<file path="src/rtl/riscv_fetch_stage_if.sv">
// Fetch stage bus: instruction-memory request/response, decode handshake and redirect.
// master = fetch stage side, slave = memory/decode/branch-resolution side.
interface riscv_fetch_stage_if #(
  parameter int unsigned XLEN = 32
);
  logic            imem_req;
  logic [XLEN-1:0] imem_addr;
  logic [XLEN-1:0] imem_rdata;
  logic            if_valid;
  logic            if_ready;
  logic [XLEN-1:0] if_instr;
  logic [XLEN-1:0] if_pc;
  logic            redirect;
  logic [XLEN-1:0] redirect_pc;

  modport master (
    output imem_req,
    output imem_addr,
    input  imem_rdata,
    output if_valid,
    input  if_ready,
    output if_instr,
    output if_pc,
    input  redirect,
    input  redirect_pc
  );

  modport slave (
    input  imem_req,
    input  imem_addr,
    output imem_rdata,
    input  if_valid,
    output if_ready,
    input  if_instr,
    input  if_pc,
    output redirect,
    output redirect_pc
  );
endinterface

</file>
<file path="src/rtl/riscv_fetch_stage.sv">
// Instruction fetch stage: owns the PC, issues sequential word reads to a 1-cycle-latency
// instruction memory and buffers responses in a small prefetch FIFO for the decode stage.
// A redirect flushes buffered and in-flight words and restarts fetch at a new PC.
//
// Optional feature: define FETCH_BYPASS_EN to forward a response straight to the decode
// outputs when the FIFO is empty (saves one cycle of fetch latency). Without it the decode
// outputs always come from the FIFO.
module riscv_fetch_stage #(
  parameter int unsigned     XLEN     = 32,
  parameter int unsigned     DEPTH    = 2,
  parameter logic [XLEN-1:0] RESET_PC = '0
) (
  input logic               clock,
  input logic               reset,
  riscv_fetch_stage_if.master bus
);

  localparam int unsigned PW = $clog2(DEPTH);
  localparam int unsigned CW = PW + 1;
  localparam int unsigned OW = CW + 1;
  localparam logic [XLEN-1:0] NOP = XLEN'(32'h0000_0013);

  logic [XLEN-1:0] pc_q;
  logic            inflight_q;
  logic [XLEN-1:0] inflight_pc_q;

  logic [XLEN-1:0] fifo_pc_q    [DEPTH];
  logic [XLEN-1:0] fifo_instr_q [DEPTH];
  logic [PW-1:0]   rd_ptr_q;
  logic [PW-1:0]   wr_ptr_q;
  logic [CW-1:0]   count_q;

  logic            fifo_empty;
  logic            bypass;
  logic            out_valid;
  logic [XLEN-1:0] out_pc;
  logic [XLEN-1:0] out_instr;
  logic            pop;
  logic            pop_fifo;
  logic            push_fifo;
  logic [OW-1:0]   occupancy;
  logic            issue;

  // Low address bits of a redirect target are ignored by design.
  logic unused_redirect_lsb;
  assign unused_redirect_lsb = ^bus.redirect_pc[1:0];

  // Select what decode sees: FIFO head, live response (bypass), or a NOP bubble.
  always_comb begin
    fifo_empty = (count_q == '0);
`ifdef FETCH_BYPASS_EN
    bypass     = fifo_empty && inflight_q;
`else
    bypass     = 1'b0;
`endif
    out_valid  = 1'b0;
    out_pc     = pc_q;
    out_instr  = NOP;
    if (!fifo_empty) begin
      out_valid = 1'b1;
      out_pc    = fifo_pc_q[rd_ptr_q];
      out_instr = fifo_instr_q[rd_ptr_q];
    end else if (bypass) begin
      out_valid = 1'b1;
      out_pc    = inflight_pc_q;
      out_instr = bus.imem_rdata;
    end
  end

  // Handshake and issue decisions; the issue rule keeps FIFO + in-flight within DEPTH.
  always_comb begin
    pop       = out_valid && bus.if_ready && !bus.redirect;
    pop_fifo  = pop && !fifo_empty;
    // A bypassed response that decode takes this cycle never needs a FIFO slot.
    push_fifo = inflight_q && !bus.redirect && !(bypass && pop);
    occupancy = OW'(count_q) + OW'(inflight_q) - OW'(pop);
    issue     = !reset && !bus.redirect && (occupancy < OW'(DEPTH));
  end

  assign bus.imem_req  = issue;
  assign bus.imem_addr = pc_q;
  assign bus.if_valid  = out_valid;
  assign bus.if_pc     = out_pc;
  assign bus.if_instr  = out_instr;

  // PC and in-flight tracking; a redirect drops the pending response.
  always_ff @(posedge clock or posedge reset) begin
    if (reset) begin
      pc_q          <= RESET_PC;
      inflight_q    <= 1'b0;
      inflight_pc_q <= RESET_PC;
    end else if (bus.redirect) begin
      pc_q       <= {bus.redirect_pc[XLEN-1:2], 2'b00};
      inflight_q <= 1'b0;
    end else begin
      inflight_q <= issue;
      if (issue) begin
        pc_q          <= pc_q + XLEN'(4);
        inflight_pc_q <= pc_q;
      end
    end
  end

  // FIFO pointers and fill level; a redirect empties the FIFO.
  always_ff @(posedge clock or posedge reset) begin
    if (reset) begin
      rd_ptr_q <= '0;
      wr_ptr_q <= '0;
      count_q  <= '0;
    end else if (bus.redirect) begin
      rd_ptr_q <= '0;
      wr_ptr_q <= '0;
      count_q  <= '0;
    end else begin
      if (push_fifo) begin
        wr_ptr_q <= wr_ptr_q + PW'(1);
      end
      if (pop_fifo) begin
        rd_ptr_q <= rd_ptr_q + PW'(1);
      end
      case ({push_fifo, pop_fifo})
        2'b10:   count_q <= count_q + CW'(1);
        2'b01:   count_q <= count_q - CW'(1);
        default: count_q <= count_q;
      endcase
    end
  end

  // FIFO storage; contents are only observed while count_q says they are valid.
  always_ff @(posedge clock) begin
    if (push_fifo) begin
      fifo_pc_q[wr_ptr_q]    <= inflight_pc_q;
      fifo_instr_q[wr_ptr_q] <= bus.imem_rdata;
    end
  end

endmodule

</file>
<file path="src/flat_wrapper.sv">
// flat-port wrapper written by rule: the top's interface ports become plain ports
module riscv_fetch_stage_flat 
#(
  parameter int unsigned     XLEN     = 32,
  parameter int unsigned     DEPTH    = 2,
  parameter logic [XLEN-1:0] RESET_PC = '0
)
  (clock, reset, bus_imem_req, bus_imem_addr, bus_imem_rdata, bus_if_valid, bus_if_ready, bus_if_instr, bus_if_pc, bus_redirect, bus_redirect_pc);
  riscv_fetch_stage_if #(.XLEN(XLEN)) bus_i ();
  input logic clock;
  input logic reset;
  output wire logic [$bits(bus_i.imem_req)-1:0] bus_imem_req;
  output wire logic [$bits(bus_i.imem_addr)-1:0] bus_imem_addr;
  input wire logic [$bits(bus_i.imem_rdata)-1:0] bus_imem_rdata;
  output wire logic [$bits(bus_i.if_valid)-1:0] bus_if_valid;
  input wire logic [$bits(bus_i.if_ready)-1:0] bus_if_ready;
  output wire logic [$bits(bus_i.if_instr)-1:0] bus_if_instr;
  output wire logic [$bits(bus_i.if_pc)-1:0] bus_if_pc;
  input wire logic [$bits(bus_i.redirect)-1:0] bus_redirect;
  input wire logic [$bits(bus_i.redirect_pc)-1:0] bus_redirect_pc;
  assign bus_imem_req = bus_i.imem_req;
  assign bus_imem_addr = bus_i.imem_addr;
  assign bus_i.imem_rdata = bus_imem_rdata;
  assign bus_if_valid = bus_i.if_valid;
  assign bus_i.if_ready = bus_if_ready;
  assign bus_if_instr = bus_i.if_instr;
  assign bus_if_pc = bus_i.if_pc;
  assign bus_i.redirect = bus_redirect;
  assign bus_i.redirect_pc = bus_redirect_pc;
  riscv_fetch_stage #(.XLEN(XLEN), .DEPTH(DEPTH), .RESET_PC(RESET_PC)) u_core (.clock(clock), .reset(reset), .bus(bus_i));
endmodule
</file>
<file path="config.mk">
export PLATFORM = sky130hd
export DESIGN_NAME = riscv_fetch_stage_flat
export DESIGN_NICKNAME = d
export VERILOG_FILES = /design/src/rtl/riscv_fetch_stage_if.sv /design/src/rtl/riscv_fetch_stage.sv /design/src/flat_wrapper.sv
export SDC_FILE = /design/constraint.sdc
export NUM_CORES = 1
export LEC_CHECK = 0
export BUFFER_PORTS_ARGS = -buffer_cell sky130_fd_sc_hd__buf_2
export CAP_MARGIN = 15
export CORE_ASPECT_RATIO = 0.6
export CORE_UTILIZATION = 55
export CTS_CLUSTER_DIAMETER = 150
export DETAILED_ROUTE_END_ITERATION = 12
export GPL_ROUTABILITY_DRIVEN = 0
export PLACE_DENSITY = 0.88
export SLEW_MARGIN = 20
export SYNTH_ARGS = -nofsm -noshare
export SYNTH_HDL_FRONTEND = slang
export SYNTH_SLANG_ARGS = --single-unit
export TNS_END_PERCENT = 10
</file>
<file path="constraint.sdc">
create_clock -name clock -period 6.6 [get_ports clock]
set_input_delay 0.66 -clock clock [delete_from_list [all_inputs] [get_ports clock]]
set_output_delay 0.66 -clock clock [all_outputs]
set_load 0.02 [all_outputs]
</file>
==> Word level (Yosys, flattened, before mapping) <==
Memory sizes are Yosys's and may differ from the RTL's.
Index checks and enable logic that the tools add are counted.
{ "totals": {"n_memories": 2, "out_inout_bits": 98, "regBits": 69, "ram_bits": 128, "wordCells": 48, "inputBits": 68} }
{ "op_classes": {"add_sub_neg": 7, "muxes": 14, "eq_ne": 2, "bitwise": 1, "n_lt_le_gt_ge": 1, "n_reduce_logical": 15} }
{ "memory_table": {"columns": ["memory", "depth", "width", "read_ports", "rd_clocked_by_memory_dff", "write_ports", "line_no", "text"], "rows": [
  ["u_core.fifo_instr_q", 2, 32, 1, 0, 1, "riscv_fetch_stage.sv:28", "logic [XLEN-1:0] fifo_instr_q [DEPTH];"],
  ["u_core.fifo_pc_q", 2, 32, 1, 0, 1, "riscv_fetch_stage.sv:27", "logic [XLEN-1:0] fifo_pc_q [DEPTH];"]
]} }
{ "ops": {"columns": ["cell", "count"], "rows": [
  ["two-way mux 32 bit", 4],
  ["adder 32 x 3 -> 32 bit (second input constant)", 1],
  ["two-way mux 1 bit", 8],
  ["logical AND 1 bit", 6],
  ["nonzero test 2 bit", 3],
  ["one-hot mux 2 bit (2 select lines)", 1],
  ["adder 2 x 1 -> 3 bit", 1],
  ["zero test 1 bit", 3],
  ["< comparator 3 x 2 -> 1 bit (second input constant)", 1],
  ["nonzero test 3 bit", 1],
  ["subtractor 3 x 1 -> 3 bit", 1],
  ["adder 1 bit (second input constant)", 2],
  ["adder 2 x 1 -> 2 bit (second input constant)", 1],
  ["== test 2 x 1 -> 1 bit (second input constant)", 1],
  ["== test 2 bit (second input constant)", 1],
  ["zero test 2 bit", 1],
  ["two-way mux 2 bit", 1],
  ["AND reduction 2 bit", 1],
  ["subtractor 2 x 1 -> 2 bit (second input constant)", 1],
  ["NOT 1 bit", 1]
]} }

==> Depth between registers and ports, before layout <==
Gate-level depths: netlist (run 1).
{ "logic_depth": {"word_depth": 9, "ltp_mapped": 14, "ltp_nobuf": 13} }

==> Worst setup path after synthesis (run 1) <==
No wires, ideal clock.
{ "synth_timing": {"kind": "in2reg", "startpoint": "input port bus_redirect", "endpoint": "memory u_core.fifo_instr_q[0][0] (enable)", "setup_ns": 0.558, "required_ns": 6.042, "path_buffers": 3, "path_slack_ns": 0.555, "path_stages": 4, "arrival_time_ns": 5.487, "cell_sequence": "clkbuf_2 clkbuf_1 clkbuf_1 nor3_1"} }
{ "synth_between": {"elab_chain_cells": 4} }
{ "synth_rtl": {"columns": ["item", "line_no", "text"], "rows": [
  ["from (decl)", "flat_wrapper.sv:19", "input wire logic [$bits(bus_i.redirect)-1:0] bus_redirect;"],
  ["zero test 1 bit", "riscv_fetch_stage.sv:75", "push_fifo = inflight_q && !bus.redirect && !(bypass && pop);"],
  ["logical AND 1 bit", "riscv_fetch_stage.sv:75", null],
  ["two-way mux 1 bit", "riscv_fetch_stage.sv:131", "if (push_fifo) begin"],
  ["two-way mux 1 bit (implied by the code)", "riscv_fetch_stage.sv:133", "fifo_instr_q[wr_ptr_q] <= bus.imem_rdata;"],
  ["to (decl)", "riscv_fetch_stage.sv:28", null]
]} }
No other way between the ends.

==> Worst setup path in the final report (run 1) <==
{ "layout_timing": {"startpoint": "input port bus_redirect", "endpoint": "output port bus_imem_req"} }
{ "layout_between": {"elab_chain_cells": 5, "word_cells_on_any_way": 6, "classes_between": "add/sub (1); order compare (1); reduce/logical (4)"} }
{ "layout_rtl": {"columns": ["item", "line_no", "text"], "rows": [
  ["zero test 1 bit *", "riscv_fetch_stage.sv:72, riscv_fetch_stage.sv:77", null],
  ["logical AND 1 bit", "riscv_fetch_stage.sv:72", "pop = out_valid && bus.if_ready && !bus.redirect;"],
  ["subtractor 3 x 1 -> 3 bit", "riscv_fetch_stage.sv:76", "occupancy = OW'(count_q) + OW'(inflight_q) - OW'(pop);"],
  ["< comparator 3 x 2 -> 1 bit", "riscv_fetch_stage.sv:77", "issue = !reset && !bus.redirect && (occupancy < OW'(DEPTH));"],
  ["logical AND 1 bit *", "riscv_fetch_stage.sv:77", null],
  ["to (decl)", "flat_wrapper.sv:12", "output wire logic [$bits(bus_i.imem_req)-1:0] bus_imem_req;"]
]} }
Every way passes the cells marked *; elsewhere a longest branch is shown, timed or not.

==> results.sh, run 1 <==
export IMPL_io_buffers=159
export IMPL_synth_edff_count=124
export IMPL_cts_sinks=189
export IMPL_critical_path_max_stage_delay_ns=0.64
export IMPL_mostFrequentLayoutCell="buf_2"
export IMPL_cts_hold_buf=0
export IMPL_routedWlPerCell_um=17.6
export IMPL_drc=0
export IMPL_seq_area_frac_synth=0.667
export IMPL_ios=166
export IMPL_place_ws_ns=2.01
export IMPL_dr_pass1_iters=5
export IMPL_r2r_end="u_core.bus.imem_addr[19]"
export IMPL_cts_made_buffers=17
export IMPL_final_max_slew_viol_count=0
export IMPL_row_count=33
export IMPL_reg2regPathDepth=12
export IMPL_cts_tree="done"
export IMPL_synth_cell_types=47
export IMPL_r2r_slack_ns=2.55
export IMPL_fillers=1046
export IMPL_ys_warn_count=0
export IMPL_fp_dieW_um=158
export IMPL_maxCapViolCount=0
export IMPL_fp_dieH_um=95.5
export IMPL_vias=5680
export IMPL_totalWireLength_um=17900
export IMPL_power_density_mw_per_mm2=294
export IMPL_grt_usage=0.248
export IMPL_post_cts_resize_count=0
export IMPL_async_flop_share=0.344
export IMPL_die_area_mm2=0.0151
export IMPL_r2r_start="u_core.count_q[1]"
export IMPL_cp_max_fo=61
export IMPL_ant_nets=0
export IMPL_clk_latency_ns=0.43
export IMPL_relSlewSlack=0.301
export IMPL_syn_area_mm2=0.00802
export IMPL_drtIter0Drc=529
export IMPL_ys_ff_latch=189
export IMPL_min_from="bus_imem_rdata[29]"
export IMPL_fmax_mhz=217
export IMPL_whs_ns=0.410
export IMPL_clockBufferDepth=2
export IMPL_overflow=0
export IMPL_hold_path_cell_count=1
export IMPL_final_cell_mix="buf_2 (159), nand2_1 (154), edfxtp_1 (124), dfrtp_1 (64), mux2i_1 (63)"
export IMPL_n_antenna_cell=0
export IMPL_critical_path_top_delay_family="buffers and inverters"
export IMPL_setup_tns_ns=0
export IMPL_clk_pin_slew_worst_paths_ns=0.07
export IMPL_nNetsFinal=881
export IMPL_hold_viol_final=0
export IMPL_whs_endpoint="u_core.fifo_instr_q[1][29]"
export IMPL_finClkSkew_ns=0.0100
export IMPL_regArea_mm2=0.00535
export IMPL_cp_data_required_time_ns=5.94
export IMPL_peakVddDrop_uv=183
export IMPL_synth_flop_cell="edfxtp_1"
export IMPL_multiInputGateArea_mm2=0.00247
export IMPL_syn_inst=664
export IMPL_worstSetupPathType="in2out"
export IMPL_grt_max_degree=90
export IMPL_rsz0062_at_grt="no"
export IMPL_setup_viol=0
export IMPL_stdcell_count=1015
export IMPL_path_common_cell="buf_2"
export IMPL_path_cells="buf_2 > nor2_1 > ha_1 > nand2b_1 > fa_1 > xor2_1 > or2_2 > buf_4 > inv_1 > buf_2"
export IMPL_postCtsSetupBuffers=0
export IMPL_grt_pass1_wl_um=27500
export IMPL_antenna_found_initial=0
export IMPL_worst_setup_path_start_kind="primary input"
export IMPL_synthToLayoutAreaGrowth_pct=19.0
export IMPL_placed_cells=982
export IMPL_tightest_slew_ns=1.04
export IMPL_dp_hpwl_um=11200
export IMPL_min_period_ns=4.60
export IMPL_fin_crit_sh=0.697
export IMPL_vias_per_cell=5.60
export IMPL_htree_num_levels=4
export IMPL_status="completed"
export IMPL_coreArea_mm2=0.0140
export IMPL_start_util=0.575
export IMPL_cp_num_cells=10
export IMPL_crit_path_end_kind="primary output"
export IMPL_critPathArrivalTime_ns=3.94
export IMPL_drive_gt1_frac=0.253
export IMPL_slowest_stage="buf_2"
export IMPL_finalWorstSetupSlack_ns=2.00
export IMPL_grt_pass1_vias=5224
export IMPL_cts_root_buf="clkbuf_16"
export IMPL_worst_path_buf_inv=4
export IMPL_avgSynthCellArea_um2=12.1
export IMPL_hp_class="in2reg"
export IMPL_power_leakage_nw=3.89
## where the power goes
group	switching, W	internal (W)
clock	0.000472	0.000508
combinational	0.000243	0.000128
sequential	0.0000874	0.00137
total	0.000803	0.00201
## worst max-delay path by stage
| stage | from | endpoint |
|---|---|---|
| floorplan | bus_redirect | u_core.fifo_instr_q[0][0] |
| global placement | bus_redirect | u_core.bus.imem_addr[19] |
| detailed placement | bus_redirect | u_core.bus.imem_addr[19] |
| CTS | bus_redirect | bus_imem_req |
| global route | bus_redirect | bus_imem_req |
| finish | bus_redirect | bus_imem_req |
## cell type report
class                      count  share of cell area
clock buffer                  18              0.0460
clock inverter                14              0.0134
inverter                      10             0.00393
multi-input combinational    425               0.259
sequential                   189               0.561
tap                          192              0.0252
timing repair buffer         167              0.0918
## metrics by stage
stage	power [W]	area, um2	util
floorplan	0.00170	8030	-
global placement	0.00183	8950	0.641
detailed placement	0.00185	8950	0.641
CTS	0.00281	9520	0.682
global route	0.00292	9540	0.684
finish	0.00281	9540	0.684
## cells by family (layout without fill, tap and decap cells)
group	after synthesis	in the layout	share of synthesized area
AND/OR/NAND/NOR	254	254	0.134
flip-flops	189	189	0.667
AO/OA/AOI/OAI	93	93	0.0768
multiplexers	63	63	0.0786
buffers and inverters	53	209	0.0281
XOR/XNOR	8	8	0.00874
adder cells (fa/ha/maj)	3	3	0.00562
other	1	4	0.000468
## registers in the layout, indices dropped and copies added, names as in the netlist
| signal | cells |
|---|---|
| u_core.rd_ptr_q | 1 |
| u_core.fifo_instr_q | 64 |
| u_core.inflight_pc_q | 30 |
| u_core.wr_ptr_q | 1 |
| u_core.inflight_q | 1 |
| u_core.count_q | 2 |
| u_core.bus.imem_addr | 30 |
| u_core.fifo_pc_q | 60 |
## layer usage
layer | routed length (um) | share of wire | vias up | GRT usage
met5 | 0 | 0 | - | 0
met4 | 144 | 0.0081 | 0 | 0.0663
met3 | 1180 | 0.066 | 15 | 0.0532
met2 | 8140 | 0.46 | 206 | 0.384
met1 | 8410 | 0.47 | 2765 | 0.359
li1 | - | - | 2694 | -
## synth_stat cells (2+ instances only)
cell type,number,area [um2]
mux2i_1,63,631
inv_1,8,30.0
nor4_1,2,12.5
dfrtp_1,65,1630
clkbuf_1,33,124
a22oi_1,3,22.5
buf_1,2,7.51
xor2_1,5,43.8
buf_4,4,30.0
o311ai_0,18,158
clkbuf_2,2,10.0
nor2_1,43,161
o21ai_0,45,225
xnor2_1,3,26.3
edfxtp_1,124,3720
or2_2,2,12.5
a21oi_1,5,25.0
ha_1,2,25.0
nor3_1,5,25.0
or4_1,3,22.5
nand2_1,154,578
or3_1,5,31.3
nand4_1,10,62.6
nand3_1,19,95.1
o211ai_1,10,75.1
a221o_1,3,30.0
and3_1,6,37.5
No activity file was read; power rests on OpenSTA's default activity.
==> run 2: changes to the inputs <==
--- a/config.mk
+++ b/config.mk
@@ -8,11 +8,11 @@
 export BUFFER_PORTS_ARGS = -buffer_cell sky130_fd_sc_hd__buf_2
 export CAP_MARGIN = 15
 export CORE_ASPECT_RATIO = 0.6
-export CORE_UTILIZATION = 55
+export CORE_UTILIZATION = 49
 export CTS_CLUSTER_DIAMETER = 150
 export DETAILED_ROUTE_END_ITERATION = 12
 export GPL_ROUTABILITY_DRIVEN = 0
-export PLACE_DENSITY = 0.88
+export PLACE_DENSITY = 0.83
 export SLEW_MARGIN = 20
 export SYNTH_ARGS = -nofsm -noshare
 export SYNTH_HDL_FRONTEND = slang
==> constraint.sdc (replaced) <==
create_clock -name clock -period 3.88 [get_ports clock]
set_input_delay 0.388 -clock clock [delete_from_list [all_inputs] [get_ports clock]]
set_output_delay 0.388 -clock clock [all_outputs]
set_load 0.02 [all_outputs]
==> run 2 against run 1 <==
  * Flip-flop and latch count did not move
  * Utilization decreased by 6.8 points
  * Cell area rose by 1.2%
  * Critical endpoint unchanged
==> results.sh, run 2 (synthesized netlist as in run 1, its figures left out) <==
export IMPL_status="completed"
export IMPL_min_period_ns=3.75
export IMPL_synthToLayoutAreaGrowth_pct=20.5
export IMPL_place_ws_ns=0.0813
export IMPL_grt_pass1_vias=5209
export IMPL_post_cts_resize_count=1
export IMPL_seqPwrFrac=0.508
export IMPL_drive_gt1_frac=0.258
export IMPL_placed_cell_area_mm2=0.00904
export IMPL_postCtsSetupBuffers=0
export IMPL_vias_per_cell=5.62
export IMPL_maxCapViolCount=0
export IMPL_clockBufferDepth=2
export IMPL_cts_made_buffers=17
export IMPL_vias=5797
export IMPL_r2r_slack_ns=0.18
export IMPL_power_leakage_nw=3.94
export IMPL_largest_register="u_core.fifo_instr_q"
export IMPL_cp_max_fo=61
export IMPL_power_density_mw_per_mm2=506
export IMPL_final_cell_mix="buf_2 (159), nand2_1 (154), edfxtp_1 (124), mux2i_1 (63), dfrtp_1 (63)"
export IMPL_drc=0
export IMPL_drtIter0Drc=483
export IMPL_clk_latency_ns=0.42
export IMPL_clk_pin_slew_worst_paths_ns=0.07
export IMPL_routedWlPerCell_um=18.1
export IMPL_n_antenna_cell=0
export IMPL_cts_sinks=189
export IMPL_final_max_slew_viol_count=0
export IMPL_dr_pass1_iters=5
export IMPL_mostFrequentLayoutCell="buf_2"
export IMPL_start_util=0.511
export IMPL_finalInstanceArea_mm2=0.00966
export IMPL_worst_setup_path_start_kind="register"
export IMPL_cts_hold_buf=0
export IMPL_fmax_mhz=266
export IMPL_tightest_slew_ns=0.951
export IMPL_peakVddDrop_uv=242
export IMPL_relSlewSlack=0.366
export IMPL_combinationalPowerShare=0.132
export IMPL_power_switching_w=0.00132
export IMPL_cts_tree="done"
export IMPL_critPathArrivalTime_ns=3.37
export IMPL_totalWireLength_um=18600
export IMPL_htree_num_levels=4
export IMPL_fin_crit_sh=0.967
export IMPL_whs_ns=0.149
export IMPL_ios=166
export IMPL_swShare=0.270
export IMPL_antenna_found_initial=0
export IMPL_grt_max_degree=90
export IMPL_reg_top3="u_core.fifo_instr_q: 64 flops, u_core.fifo_pc_q: 60 flops"
export IMPL_io_buffers=159
export IMPL_fp_dieW_um=167
export IMPL_grt_usage=0.227
export IMPL_die_area_mm2=0.0169
export IMPL_coreArea_mm2=0.0157
export IMPL_fp_dieH_um=101
export IMPL_cts_root_buf="clkbuf_16"
export IMPL_grt_pass1_wl_um=28700
export IMPL_hold_viol_final=0
export IMPL_nNetsFinal=888
export IMPL_cp_data_required_time_ns=3.49
export IMPL_overflow=0
export IMPL_clkPwrFrac=0.360
export IMPL_crit_path_end_kind="primary output"
export IMPL_dp_hpwl_um=12000
export IMPL_largest_reg_flops=64
export IMPL_worstSetupPathType="reg2out"
export IMPL_hp_class="in2reg"
export IMPL_rsz0062_at_grt="no"
export IMPL_setup_viol=0
export IMPL_p_int_w=0.00357
export IMPL_ant_nets=0
export IMPL_row_count=35
export IMPL_finClkSkew_ns=0.00916
export IMPL_finalWorstSetupSlack_ns=0.127
## run 2: changes by cell type in the layout (fill, tap and decap cells not counted), moves of 2 or more
cell and delta:
inv_8 -5, buf_4 +6, bufinv_16 +3, buf_12 +2
## run 2: layout make-up
cell class	instances	area [um2]
Clock inverter	13	166
Timing Repair Buffer	174	933
Clock buffer	18	429
Multi-Input combinational cell	425	2480
Tap cell	203	254
Sequential cell	189	5360
Inverter	10	37.5
Fill cell	1249	6020
## run 2: path summary, 6_finish.rpt
check | start | endpoint | cells after the start
setup / recovery | u_core.count_q[0] | bus_imem_req | 12
hold / removal | bus_imem_rdata[4] | u_core.fifo_instr_q[0][4] | 1
setup reg to reg | u_core.count_q[0] | u_core.bus.imem_addr[19] | 12
hold reg to reg | u_core.inflight_pc_q[29] | u_core.fifo_pc_q[1][29] | 0
max in group asynchronous | reset | u_core.rd_ptr_q | 3
min in group asynchronous | reset | u_core.inflight_pc_q[22] | 3
## run 2: power groups by stage
stage	Combinational [W]	Clock (W)	Sequential (W)
2_1_floorplan	0.000395	0	0.00250
3_3_place_gp	0.000630	0	0.00251
3_5_place_dp	0.000646	0	0.00252
4_1_cts	0.000650	0.00178	0.00248
5_1_grt	0.000709	0.00187	0.00250
6_report	0.000646	0.00176	0.00248
## run 2: through the flow
step	std cells	util	setup TNS, ns	total power, W
final	1032	0.616	0	0.00489
after global routing	1032	0.616	0	0.00508
after CTS	1032	0.615	0	0.00491
after detailed placement	1001	0.577	0	0.00317
after global placement	1001	0.577	0	0.00314
after floorplan	667	-	-0.737	0.00290
## run 2: critical path, cell delays in order (launching register included)
cell	delay, ns
dfrtp_2	0.45
nor2_4	0.10
inv_1	0.10
nand2_1	0.12
nor2_1	0.05
ha_1	0.26
nand2b_1	0.16
fa_1	0.50
or3b_1	0.41
or2_2	0.34
buf_12	0.22
inv_1	0.08
buf_2	0.15
## run 2: routing by layer
| layer | part of all wire | track usage | up-vias |
|---|---|---|---|
| li1 | - | - | 2701 |
| met1 | 0.47 | 0.343 | 2836 |
| met2 | 0.44 | 0.333 | 245 |
| met3 | 0.083 | 0.0491 | 15 |
| met4 | 0.0075 | 0.0572 | 0 |
| met5 | 0 | 0 | - |
==> run 3: changes to the inputs <==
--- a/config.mk
+++ b/config.mk
@@ -5,14 +5,15 @@
 export SDC_FILE = /design/constraint.sdc
 export NUM_CORES = 1
 export LEC_CHECK = 0
+export ABC_AREA = 1
 export BUFFER_PORTS_ARGS = -buffer_cell sky130_fd_sc_hd__buf_2
 export CAP_MARGIN = 15
 export CORE_ASPECT_RATIO = 0.6
-export CORE_UTILIZATION = 49
+export CORE_UTILIZATION = 50
 export CTS_CLUSTER_DIAMETER = 150
 export DETAILED_ROUTE_END_ITERATION = 12
 export GPL_ROUTABILITY_DRIVEN = 0
-export PLACE_DENSITY = 0.83
+export PLACE_DENSITY = 0.84
 export SLEW_MARGIN = 20
 export SYNTH_ARGS = -nofsm -noshare
 export SYNTH_HDL_FRONTEND = slang
==> run 3 against run 2 <==
  * Die area is 3.5% higher
  * Final cell count up 21%
  * Setup slack improved by 0.31 ns
  * Fmax up 9.0%
  * Combinational power grew to 4.5 times the previous value
  * Critical endpoint unchanged
  * Largest cell class unchanged
  * Largest power group unchanged
==> results.sh, run 3 <==
export IMPL_clk_latency_ns=0.43
export IMPL_critical_path_max_stage_delay_ns=0.49
export IMPL_totalWireLength_um=21200
export IMPL_setup_viol=0
export IMPL_wl_met1_um=9470
export IMPL_finClkSkew_ns=0.0170
export IMPL_vias=6755
export IMPL_final_cell_mix="nand2_1 (248), buf_2 (159), edfxtp_1 (124), nand3_1 (72)"
export IMPL_fillers=1397
export IMPL_avgSynthCellArea_um2=9.92
export IMPL_maxCapViolCount=0
export IMPL_ios=166
export IMPL_finalPower_w=0.00753
export IMPL_yosysMostFrequentCell="nand2_1"
export IMPL_vias_per_cell=5.41
export IMPL_wl_met3_um=2190
export IMPL_fp_dieW_um=170
export IMPL_fin_crit_sh=0.888
export IMPL_critPathArrivalTime_ns=3.06
export IMPL_yosys_area_share_simple=0.218
export IMPL_synth_flop_cell="edfxtp_1"
export IMPL_synth_xor_area_frac=0
export IMPL_routedWlPerCell_um=17.0
export IMPL_ant_nets=0
export IMPL_row_count=36
export IMPL_cp_startpoint="u_core.count_q[1]"
export IMPL_coreArea_mm2=0.0164
export IMPL_top_layer_used="met4"
export IMPL_n_antenna_cell=0
export IMPL_synth_edff_count=124
export IMPL_synth_common_cells="nand2_1 (249), edfxtp_1 (124), nand3_1 (72), dfrtp_1 (65), a21oi_1 (64)"
export IMPL_final_max_slew_viol_count=0
export IMPL_cts_tree="done"
export IMPL_finalInstanceArea_mm2=0.0100
export IMPL_whs_ns=0.134
export IMPL_tightest_slew_ns=0.893
export IMPL_syn_area_mm2=0.00848
export IMPL_antenna_found_initial=0
export IMPL_clockBufferDepth=2
export IMPL_power_density_mw_per_mm2=749
export IMPL_io_buffers=159
export IMPL_cts_hold_buf=0
export IMPL_grt_pass1_wl_um=33100
export IMPL_relSlewSlack=0.405
export IMPL_post_cts_resize_count=0
export IMPL_clk_pin_slew_worst_paths_ns=0.07
export IMPL_slowest_stage="fa_1"
export IMPL_dr_pass1_iters=5
export IMPL_stdcell_count=1249
export IMPL_cp_max_fo=9
export IMPL_critical_path_top_delay_family="simple AND/OR/NAND/NOR gates"
export IMPL_min_from="bus_imem_rdata[0]"
export IMPL_mostFrequentLayoutCell="nand2_1"
export IMPL_worst_setup_path_start_kind="register"
export IMPL_rsz0062_at_grt="no"
export IMPL_synth_compound_area_frac=0.0877
export IMPL_async_flop_share=0.344
export IMPL_yosys_top_cells_area="edfxtp_1 (44%), dfrtp_1 (19%), nand2_1 (11%)"
export IMPL_worstSetupPathType="reg2out"
export IMPL_peakVddDrop_uv=376
export IMPL_overflow=0
export IMPL_cts_made_buffers=17
export IMPL_grt_usage=0.255
export IMPL_ys_warn_count=0
export IMPL_largest_register="u_core.fifo_instr_q"
export IMPL_hold_path_cell_count=1
export IMPL_yosysTopAreaCell="edfxtp_1"
export IMPL_synth_top_family_by_area="simple AND/OR/NAND/NOR gates"
export IMPL_postCtsSetupBuffers=0
export IMPL_path_cells="inv_2 > nand2_2 > nand2_1 > nor2_1 > ha_1 > or2_2 > fa_1 > nand2_1 > nor2_2 > nand2_2 > inv_1 > buf_2"
export IMPL_placed_cell_area_mm2=0.00948
export IMPL_status="completed"
export IMPL_drtIter0Drc=741
export IMPL_reg2regPathDepth=14
export IMPL_seq_area_frac_synth=0.631
export IMPL_cp_data_required_time_ns=3.49
export IMPL_crit_path_end_kind="primary output"
export IMPL_drive_gt1_frac=0.246
export IMPL_dp_hpwl_um=14200
export IMPL_fmax_mhz=290
export IMPL_wl_met2_um=9410
export IMPL_worst_path_buf_inv=3
export IMPL_muxShareOfSynthArea=0
export IMPL_placed_cells=1217
export IMPL_htree_num_levels=4
export IMPL_min_period_ns=3.44
export IMPL_die_area_mm2=0.0175
export IMPL_ys_ff_latch=189
export IMPL_place_ws_ns=0.740
export IMPL_cts_sinks=189
export IMPL_start_util=0.517
export IMPL_cts_root_buf="clkbuf_16"
export IMPL_hp_class="in2reg"
export IMPL_synth_top_area_frac=0.439
export IMPL_drc=0
export IMPL_syn_inst=854
export IMPL_fp_dieH_um=103
export IMPL_synthAdderAreaFrac=0.00531
export IMPL_hold_viol_final=0
export IMPL_grt_max_degree=66
export IMPL_r2r_start="u_core.count_q[1]"
export IMPL_synthToLayoutAreaGrowth_pct=18.6
export IMPL_power_leakage_nw=4.39
export IMPL_nNetsFinal=1079
export IMPL_synth_cell_types=28
export IMPL_cp_num_cells=12
export IMPL_grt_pass1_vias=6146
export IMPL_largest_reg_flops=64
export IMPL_reg_top3="u_core.fifo_instr_q: 64 flops, u_core.fifo_pc_q: 60 flops"
export IMPL_finalWorstSetupSlack_ns=0.436
==> run 3: logic make-up (layout without fill, tap and decap cells) <==
kind of cell	after synthesis	count (layout)
flops	189	189
other cells	1	4
simple gates	422	422
buf+inv	108	272
compound gates	131	131
fa+ha+maj	3	3
==> run 3: layer usage <==
metal	up-vias	GRT usage
li1	3176	-
met1	3209	0.383
met2	358	0.375
met3	12	0.0633
met4	0	0.0582
met5	-	0
==> run 3: path summary, 6_finish.rpt <==
| kind | slack, ns | endpoint |
|---|---|---|
| worst max-delay path | 0.44 | bus_imem_req |
| worst min-delay path | 0.13 | u_core.fifo_instr_q[1][0] |
| worst max register to register | 0.69 | u_core.bus.imem_addr[29] |
| worst min register to register | 0.47 | u_core.fifo_pc_q[1][12] |
| max in group asynchronous | 3.02 | u_core.inflight_pc_q[25] |
| min in group asynchronous | 0.23 | u_core.inflight_pc_q[18] |
==> run 3: cell type report <==
type	count	area (um2)	share of cell area
clock inverter	13	126	0.0126
tap	228	285	0.0284
multi-input combinational	560	2670	0.265
timing repair buffer	176	936	0.0931
inverter	64	240	0.0239
sequential	189	5350	0.533
clock buffer	19	443	0.0441
==> run 3: report_power, final <==
group | internal [W] | total, W | switching (W)
registers | 0.00260 | 0.00294 | 0.000337
clock network | 0.000868 | 0.00168 | 0.000811
logic | 0.000891 | 0.00291 | 0.00202
==> run 3: worst register-to-register path, delay by kind of cell, from the launching register on <==
| family | cells | cell delay (ns) |
|---|---|---|
| buf+inv | 2 | 0.49 |
| flops | 1 | 0.46 |
| simple gates | 10 | 1.44 |
| fa+ha+maj | 2 | 0.69 |
==> run 3: through the flow <==
stage               utilization  setup TNS [ns]
global route              0.613               0
CTS                       0.613               0
global placement          0.578               0
detailed placement        0.578               0
finish                    0.613               0
floorplan                     -          -10.67
